$ cat src/rtl/fp_align_stage_if.sv
// Operand-in / aligned-out handshake bundle for the FP add/sub
// alignment stage.
interface fp_align_stage_if;
  logic        In_valid;
  logic        In_ready;
  logic [31:0] A;
  logic [31:0] B;
  logic        Op;
  logic        Out_valid;
  logic        Out_ready;
  logic [7:0]  Exp_large;
  logic [26:0] Mant_large;
  logic [26:0] Mant_small;
  logic        Sign_large;
  logic        Eff_sub;
  logic        Swap;

  modport slave (
    input  In_valid,
    input  A,
    input  B,
    input  Op,
    input  Out_ready,
    output In_ready,
    output Out_valid,
    output Exp_large,
    output Mant_large,
    output Mant_small,
    output Sign_large,
    output Eff_sub,
    output Swap
  );

  modport master (
    output In_valid,
    output A,
    output B,
    output Op,
    output Out_ready,
    input  In_ready,
    input  Out_valid,
    input  Exp_large,
    input  Mant_large,
    input  Mant_small,
    input  Sign_large,
    input  Eff_sub,
    input  Swap
  );
endinterface

$ cat src/rtl/fp_align_stage.sv
// FP add/sub exponent alignment: S1 unpack/compare, S2 shift.
// Two-entry elastic pipeline with combinational ready.
module fp_align_stage (
  input logic          clk,
  input logic          rst_n,
  fp_align_stage_if.slave bus
);

  typedef struct packed {
    logic [7:0]  exp_l;
    logic [23:0] mant_l;
    logic [23:0] mant_s;
    logic [7:0]  shamt;
    logic        sign_l;
    logic        eff_sub;
    logic        swap;
  } s1_t;

  typedef struct packed {
    logic [7:0]  exp_l;
    logic [26:0] mant_l;
    logic [26:0] mant_s;
    logic        sign_l;
    logic        eff_sub;
    logic        swap;
  } s2_t;

  logic s1_vld_q, s1_vld_d;
  logic s2_vld_q, s2_vld_d;
  s1_t  s1_q, s1_d, s1_new;
  s2_t  s2_q, s2_d, s2_new;

  logic accept;
  logic consume;
  logic s1_adv;

  logic [7:0]  exp_a, exp_b;
  logic [23:0] man_a, man_b;
  logic        sgn_a, sgn_b;
  logic        swap;

  // Right shift with sticky collection of everything shifted out.
  function automatic logic [26:0] align(
    input logic [23:0] m,
    input logic [7:0]  sh
  );
    logic [26:0] full;
    logic [26:0] mask;
    logic [26:0] res;
    logic [4:0]  s5;
    full = {m, 3'b000};
    s5   = sh[4:0];
    mask = ~(27'h7FF_FFFF << s5);
    if (sh >= 8'd27) begin
      res = {26'd0, |m};
    end else begin
      res = (full >> s5)
          | {26'd0, |(full & mask)};
    end
    return res;
  endfunction

  assign consume = s2_vld_q & bus.Out_ready;
  assign s1_adv  = s1_vld_q
                 & (~s2_vld_q | consume);
  assign bus.In_ready = ~s1_vld_q | s1_adv;
  assign accept  = bus.In_valid & bus.In_ready;

  always_comb begin
    exp_a = bus.A[30:23];
    exp_b = bus.B[30:23];
    if (exp_a == 8'd0) exp_a = 8'd1;
    if (exp_b == 8'd0) exp_b = 8'd1;
    man_a = {|bus.A[30:23], bus.A[22:0]};
    man_b = {|bus.B[30:23], bus.B[22:0]};
    sgn_a = bus.A[31];
    sgn_b = bus.B[31] ^ bus.Op;
    swap  = (exp_b > exp_a)
          | ((exp_b == exp_a)
             & (man_b > man_a));
  end

  always_comb begin
    s1_new = '0;
    s1_new.swap    = swap;
    s1_new.eff_sub = sgn_a ^ sgn_b;
    unique case (1'b1)
      swap: begin
        s1_new.exp_l  = exp_b;
        s1_new.mant_l = man_b;
        s1_new.mant_s = man_a;
        s1_new.shamt  = exp_b - exp_a;
        s1_new.sign_l = sgn_b;
      end
      default: begin
        s1_new.exp_l  = exp_a;
        s1_new.mant_l = man_a;
        s1_new.mant_s = man_b;
        s1_new.shamt  = exp_a - exp_b;
        s1_new.sign_l = sgn_a;
      end
    endcase
  end

  always_comb begin
    s2_new         = '0;
    s2_new.exp_l   = s1_q.exp_l;
    s2_new.mant_l  = {s1_q.mant_l, 3'b000};
    s2_new.mant_s  = align(s1_q.mant_s,
                           s1_q.shamt);
    s2_new.sign_l  = s1_q.sign_l;
    s2_new.eff_sub = s1_q.eff_sub;
    s2_new.swap    = s1_q.swap;
  end

  always_comb begin
    s1_vld_d = s1_vld_q;
    s1_d     = s1_q;
    s2_vld_d = s2_vld_q;
    s2_d     = s2_q;
    if (s1_adv) begin
      s2_vld_d = 1'b1;
      s2_d     = s2_new;
    end else if (consume) begin
      s2_vld_d = 1'b0;
    end
    if (accept) begin
      s1_vld_d = 1'b1;
      s1_d     = s1_new;
    end else if (s1_adv) begin
      s1_vld_d = 1'b0;
    end
  end

  always_ff @(posedge clk or negedge rst_n) begin
    if (!rst_n) begin
      s1_vld_q <= 1'b0;
      s2_vld_q <= 1'b0;
      s1_q     <= '0;
      s2_q     <= '0;
    end else begin
      s1_vld_q <= s1_vld_d;
      s2_vld_q <= s2_vld_d;
      s1_q     <= s1_d;
      s2_q     <= s2_d;
    end
  end

  assign bus.Out_valid  = s2_vld_q;
  assign bus.Exp_large  = s2_q.exp_l;
  assign bus.Mant_large = s2_q.mant_l;
  assign bus.Mant_small = s2_q.mant_s;
  assign bus.Sign_large = s2_q.sign_l;
  assign bus.Eff_sub    = s2_q.eff_sub;
  assign bus.Swap       = s2_q.swap;

endmodule
$ cat src/flat_wrapper.sv
// flat-port wrapper written by rule: the top's interface ports become plain ports
module fp_align_stage_flat 
  (clk, rst_n, bus_In_valid, bus_A, bus_B, bus_Op, bus_Out_ready, bus_In_ready, bus_Out_valid, bus_Exp_large, bus_Mant_large, bus_Mant_small, bus_Sign_large, bus_Eff_sub, bus_Swap);
  fp_align_stage_if bus_i ();
  input logic clk;
  input logic rst_n;
  input wire logic [$bits(bus_i.In_valid)-1:0] bus_In_valid;
  input wire logic [$bits(bus_i.A)-1:0] bus_A;
  input wire logic [$bits(bus_i.B)-1:0] bus_B;
  input wire logic [$bits(bus_i.Op)-1:0] bus_Op;
  input wire logic [$bits(bus_i.Out_ready)-1:0] bus_Out_ready;
  output wire logic [$bits(bus_i.In_ready)-1:0] bus_In_ready;
  output wire logic [$bits(bus_i.Out_valid)-1:0] bus_Out_valid;
  output wire logic [$bits(bus_i.Exp_large)-1:0] bus_Exp_large;
  output wire logic [$bits(bus_i.Mant_large)-1:0] bus_Mant_large;
  output wire logic [$bits(bus_i.Mant_small)-1:0] bus_Mant_small;
  output wire logic [$bits(bus_i.Sign_large)-1:0] bus_Sign_large;
  output wire logic [$bits(bus_i.Eff_sub)-1:0] bus_Eff_sub;
  output wire logic [$bits(bus_i.Swap)-1:0] bus_Swap;
  assign bus_i.In_valid = bus_In_valid;
  assign bus_i.A = bus_A;
  assign bus_i.B = bus_B;
  assign bus_i.Op = bus_Op;
  assign bus_i.Out_ready = bus_Out_ready;
  assign bus_In_ready = bus_i.In_ready;
  assign bus_Out_valid = bus_i.Out_valid;
  assign bus_Exp_large = bus_i.Exp_large;
  assign bus_Mant_large = bus_i.Mant_large;
  assign bus_Mant_small = bus_i.Mant_small;
  assign bus_Sign_large = bus_i.Sign_large;
  assign bus_Eff_sub = bus_i.Eff_sub;
  assign bus_Swap = bus_i.Swap;
  fp_align_stage u_core (.clk(clk), .rst_n(rst_n), .bus(bus_i));
endmodule
$ cat config.mk
export PLATFORM = sky130hd
export DESIGN_NAME = fp_align_stage_flat
export DESIGN_NICKNAME = d
export VERILOG_FILES = /design/src/rtl/fp_align_stage_if.sv /design/src/rtl/fp_align_stage.sv /design/src/flat_wrapper.sv
export SDC_FILE = /design/constraint.sdc
export NUM_CORES = 1
export LEC_CHECK = 0
export BUFFER_PORTS_ARGS = -buffer_cell sky130_fd_sc_hd__buf_2
export CAP_MARGIN = 20
export CORE_MARGIN = 2
export CORE_UTILIZATION = 27
export DETAILED_ROUTE_END_ITERATION = 10
export SETUP_SLACK_MARGIN = 0.4
export SLEW_MARGIN = 20
export SYNTH_ARGS = -nofsm -noshare
export SYNTH_HDL_FRONTEND = slang
export SYNTH_SLANG_ARGS = --single-unit
$ cat constraint.sdc
create_clock -name clk -period 3.9 [get_ports clk]
set_input_delay 0.195 -clock clk [delete_from_list [all_inputs] [get_ports clk]]
set_output_delay 0.195 -clock clk [all_outputs]
set_load 0.02 [all_outputs]
# Word-level counts from Yosys, hierarchy flattened
# Cells that the tools add are included.
[totals] word_cells=53 output_inout_bits=67 register_bits=131
[classes] shifts=2 eq_ne=1 n_lt_le_gt_ge=3 reduce_logical=8 mux=8 add_sub_neg=2 bitwise=14
[op_table] op="65-bit two-way mux" count=1
[op_table] op="27-bit bitwise AND" count=1
[op_table] op="27-bit two-way mux" count=1
[op_table] op="27-bit inverter" count=1
[op_table] op="27-bit by 1-bit bitwise OR with 27-bit output" count=1
[op_table] op="27-bit OR reduction" count=1
[op_table] op="27-bit by 5-bit << shifter with 27-bit output, first input constant" count=1
[op_table] op="27-bit by 5-bit >> shifter with 27-bit output" count=1
[op_table] op="24-bit greater-than comparator" count=1
[op_table] op="24-bit OR reduction" count=1
[op_table] op="8-bit zero test" count=2
[op_table] op="8-bit two-way mux" count=2
[op_table] op="8-bit OR reduction" count=2
[op_table] op="8-bit subtractor" count=2
[op_table] op="8-bit equality test" count=1
[op_table] op="8-bit by 5-bit >= comparator with 1-bit output, second input constant" count=1
[op_table] op="8-bit greater-than comparator" count=1
[op_table] op="1-bit bitwise AND" count=4
[op_table] op="1-bit two-way mux" count=4
[op_table] op="2-bit nonzero test" count=2
[op_table] op="1-bit bitwise OR" count=3
[op_table] op="1-bit inverter" count=2
[op_table] op="1-bit bitwise XOR" count=2

# Longest topological paths before layout
[depth] word_depth=6 mapped_depth=16

# Least setup slack after synthesis
# Ideal clock, no wire load.
[synth_timing] kind="input to register" start="input port bus_A[24]" end="register u_core.s1_q[43] in the netlist's numbering" required_time_ns=3.768 path_stages=13 path_buffers=2 t_arrival_ns=2.643 slack_ns=1.124 cell_sequence="or4_1 > nor2_1 > nor2_1 > ha_1 > nand3_1 > or3_4 > a21oi_4 > o21a_4 > buf_6 > clkbuf_1 > nor3_1 > a21oi_1 > o21ai_1"
[synth_via] elab_chain_len=6 word_cells_on_any_way=9 classes_between="order compare: 2; eq/ne: 1; mux: 2; bitwise: 2; reduce/logical: 2"
[synth_rtl] element="start: declaration" line="flat_wrapper.sv:8" text="input wire logic [$bits(bus_i.A)-1:0] bus_A;"
[synth_rtl] element="parallel branches: the longest is 4 deep, another holds 24-bit greater-than comparator"
[synth_rtl] element="1-bit bitwise OR *" line="fp_align_stage.sv:79" text="| ((exp_b == exp_a)"
[synth_rtl] element="65-bit two-way mux *" line="fp_align_stage.sv:87" text="unique case (1'b1)"
[synth_rtl] element="end signal: assignment" line="fp_align_stage.sv:139" text="s1_q <= '0;"
[synth_rtl] element="end signal: assignment" line="fp_align_stage.sv:144" text="s1_q <= s1_d;"
[synth_rtl] element="end: declaration" line="fp_align_stage.sv:30" text="s1_t s1_q, s1_d, s1_new;"
# Every way passes the cells marked *.
# A chain may end at the register's enable or synchronous reset.

# Worst setup path in the final report
[layout_timing] start="input port bus_A[24]" end="register u_core.s1_q[17] in the netlist's numbering"
# The elaborated chain is that of the path after synthesis.

==> flow_metrics.tcl <==
set metrics [dict create \
    max_slew_margin_pct 27.0 \
    p_per_area_mw_per_mm2 524 \
    post_cts_resized 0 \
    worstMarginPinSlew_ps 1090 \
    hold_path.class "in2reg" \
    num_vias 6984 \
    max-cap-violations 0 \
    root_buffer "clkbuf_16" \
    layout_setup_ws_ps 822 \
    vdd_drop_max_v 0.000308 \
    synth_flop_cell "dfrtp_1" \
    die_h_um 179 \
    maxSlewViolCount 0 \
    die_w_um 179 \
    synth_seq_cells 131 \
    nNetsFinal 1093 \
    status "finished clean" \
    avgRoutedWirePerCell_um 17.4 \
    min_path_cells 2 \
    fp.coreArea_mm2 0.0303 \
    place_ws_ps 435 \
    fin_skew_ps 15.2 \
    cts_inserted_buffers 17 \
    via_per_inst 5.01 \
    cp.arrival_ps 3340 \
    hold_viol 0 \
    grt_first_pass_wirelength_um 38400 \
    synthDominantCellAreaShare_pct 39.7 \
    gp_congestion 0.897 \
    ys_types 71 \
    yosysSeqAreaShare_pct 39.7 \
    start_util_pct 27.2 \
    r2r_cells 9 \
    crit_type "in2reg" \
    netlist_instances 883 \
    totalWireLength_um 24200 \
    cp-end-kind "flop" \
    netlist_area_mm2 0.00826 \
    first_iter_violations 540 \
    clock_path_buffers 2 \
    ios 136 \
    fin_area_mm2 0.00985 \
    netlist_top_cells_count "dfrtp_1, nand2_1, a21oi_1" \
    fin_cells 1394 \
    synthArstFlopShare_pct 100 \
    dp.cells 1359 \
    startpoint_type "input port" \
    drc 0 \
    dieArea_mm2 0.0320 \
    area_growth_syn_to_layout_pct 19.3 \
    setup_viol 0 \
    drt_first_pass_iters 5 \
    grtUsageTotal_pct 15.5 \
    antenna_found_initial 3 \
    tns_ps 0 \
    hpwl_um 18100 \
    fin_crit_sh_pct 78.9 \
    post-synth-top-count-cell "dfrtp_1" \
    placed_cell_area_mm2 0.00925 \
    cts_sinks 131 \
    grt_max_degree 102 \
    clk_pin_slew_ps 60 \
    overflow 0 \
    leakagePower_uw 0.00451 \
    worstSkewPairLatency_ps 430 \
    fmax_mhz 325 \
    drive_gt1_share_pct 25.1 \
    crit_required_ps 4160 \
    synth_edf_count 0 \
    grt_pass1_vias 6768 \
    detail-route-antenna-nets 0 \
    fin_crit_ps 3080 \
    path_max_fanout 23 \
    portBuffers 132 \
    cts.htree.levels 4 \
    fp-row-count 64 \
    synthTopCellsByArea "dfrtp_1, mux2i_1, ha_1, mux2_2, nand2_1" \
    syn_area_per_cell_um2 9.35 \
    rsz0062_at_grt "no" \
    cts_tree "built" \
    ys_warn_count 0 \
    yosysTopAreaCell "dfrtp_1" \
]
==> metal layers <==
layer / track usage [%] / share of wire (%) / up-vias
met5: 0 / 0.054 / -
met3: 3.33 / 5.7 / 25
met1: 21.4 / 46 / 3346
met4: 3.86 / 1.4 / 2
li1: - / - / 3387
met2: 24.5 / 47 / 224
==> where the power goes <==
group	switching, uW	internal [uW]	total (uW)	leakage, uW
logic	959	683	1640	0.00258
registers	285	1610	1890	0.00165
clock network	712	909	1620	0.000286
total	1960	3200	5160	0.00451
==> critical path, cell delays in order <==
cell     delay (ps)
buf_2           140
or4_1           520
nor2_1          170
buf_4           160
ha_1            140
nand4_1         180
nor4_2          420
o31a_1          310
o21ai_4         130
nand2_2         270
buf_4           370
mux2i_1         220
o21ai_0         100
==> registers in the layout, indices dropped and copies added, names as in the netlist <==
register / count
u_core.s1_q: 67
u_core.bus.Eff_sub: 1
u_core.bus.Swap: 1
u_core.bus.Mant_small: 27
u_core.s1_vld_q: 1
u_core.bus.Out_valid: 1
u_core.bus.Sign_large: 1
u_core.bus.Exp_large: 8
u_core.bus.Mant_large: 24
==> repair_timing <==
action	4_1_cts	5_1_grt
endpoints found under the hold margin	64	0
setup buffers	0	0
hold buffers	1	0
==> worst paths after layout <==
path / endpoint / from / slack [ps]
worst max-delay path: u_core.s1_q[17] / bus_A[24] / 820
min in group asynchronous: u_core.bus.Mant_small[26] / rst_n / 330
worst min register to register: u_core.bus.Mant_small[20] / u_core.bus.Mant_small[20] / 470
max in group asynchronous: u_core.s1_q[3] / rst_n / 2540
worst min-delay path: u_core.s1_vld_q / bus_In_valid / 50
worst max register to register: u_core.bus.Mant_small[0] / u_core.s1_q[4] / 1150
==> metrics by stage <==
step / hold WS [ps] / power (uW) / util (%)
global route: 61.9 / 5470 / 32.5
detailed placement: 244 / 3560 / 30.5
global placement: 243 / 3530 / 30.5
CTS: 55.9 / 5200 / 32.4
floorplan: -101 / 3000 / -
finish: 45.8 / 5160 / 32.5
==> layout by cell type (no fill, tap or decap), types with 3 or more instances in the layout <==
master / n
buf_4: 17
nor2_1: 24
conb_1: 3
a211oi_1: 8
mux2i_1: 50
clkbuf_16: 17
nand4_1: 11
buf_2: 131
a22o_1: 13
nor2b_1: 6
a31oi_1: 8
nor4_1: 7
mux4_2: 14
and2_1: 4
or3_1: 6
o21ai_0: 64
a221oi_1: 3
nand2_1: 102
mux2_2: 38
o21a_1: 3
inv_8: 4
nand2b_1: 4
ha_1: 39
a21boi_0: 3
nand3_1: 11
a32o_1: 4
nor3_1: 36
inv_6: 5
a2111oi_0: 3
dfrtp_1: 130
o21ai_1: 34
o21bai_1: 5
o22ai_1: 9
a21oi_1: 77
inv_1: 43
==> kinds of logic (layout without fill, tap and decap cells) <==
group	count (synthesis)	count (layout)	share of synthesized area, %
flops	131	131	39.7
buf+inv	117	228	6.17
simple gates	229	229	13.1
xor+xnor	4	4	0.424
mux	102	102	15.1
fa+ha+maj	41	41	6.39
compound gates	258	258	19.1
other cells	1	5	0.0454
==> area by class of cell <==
type                            count  area [um^2]
Clock buffer                       17          425
Multi-Input combinational cell    637         4490
Inverter                           45          169
Antenna cell                        2         5.00
Timing Repair Buffer              151          825
Tap cell                          396          495
Clock inverter                     15          164
Fill cell                        3155        20500
Sequential cell                   131         3280
Note: power is estimated with default switching activity, not from simulation.
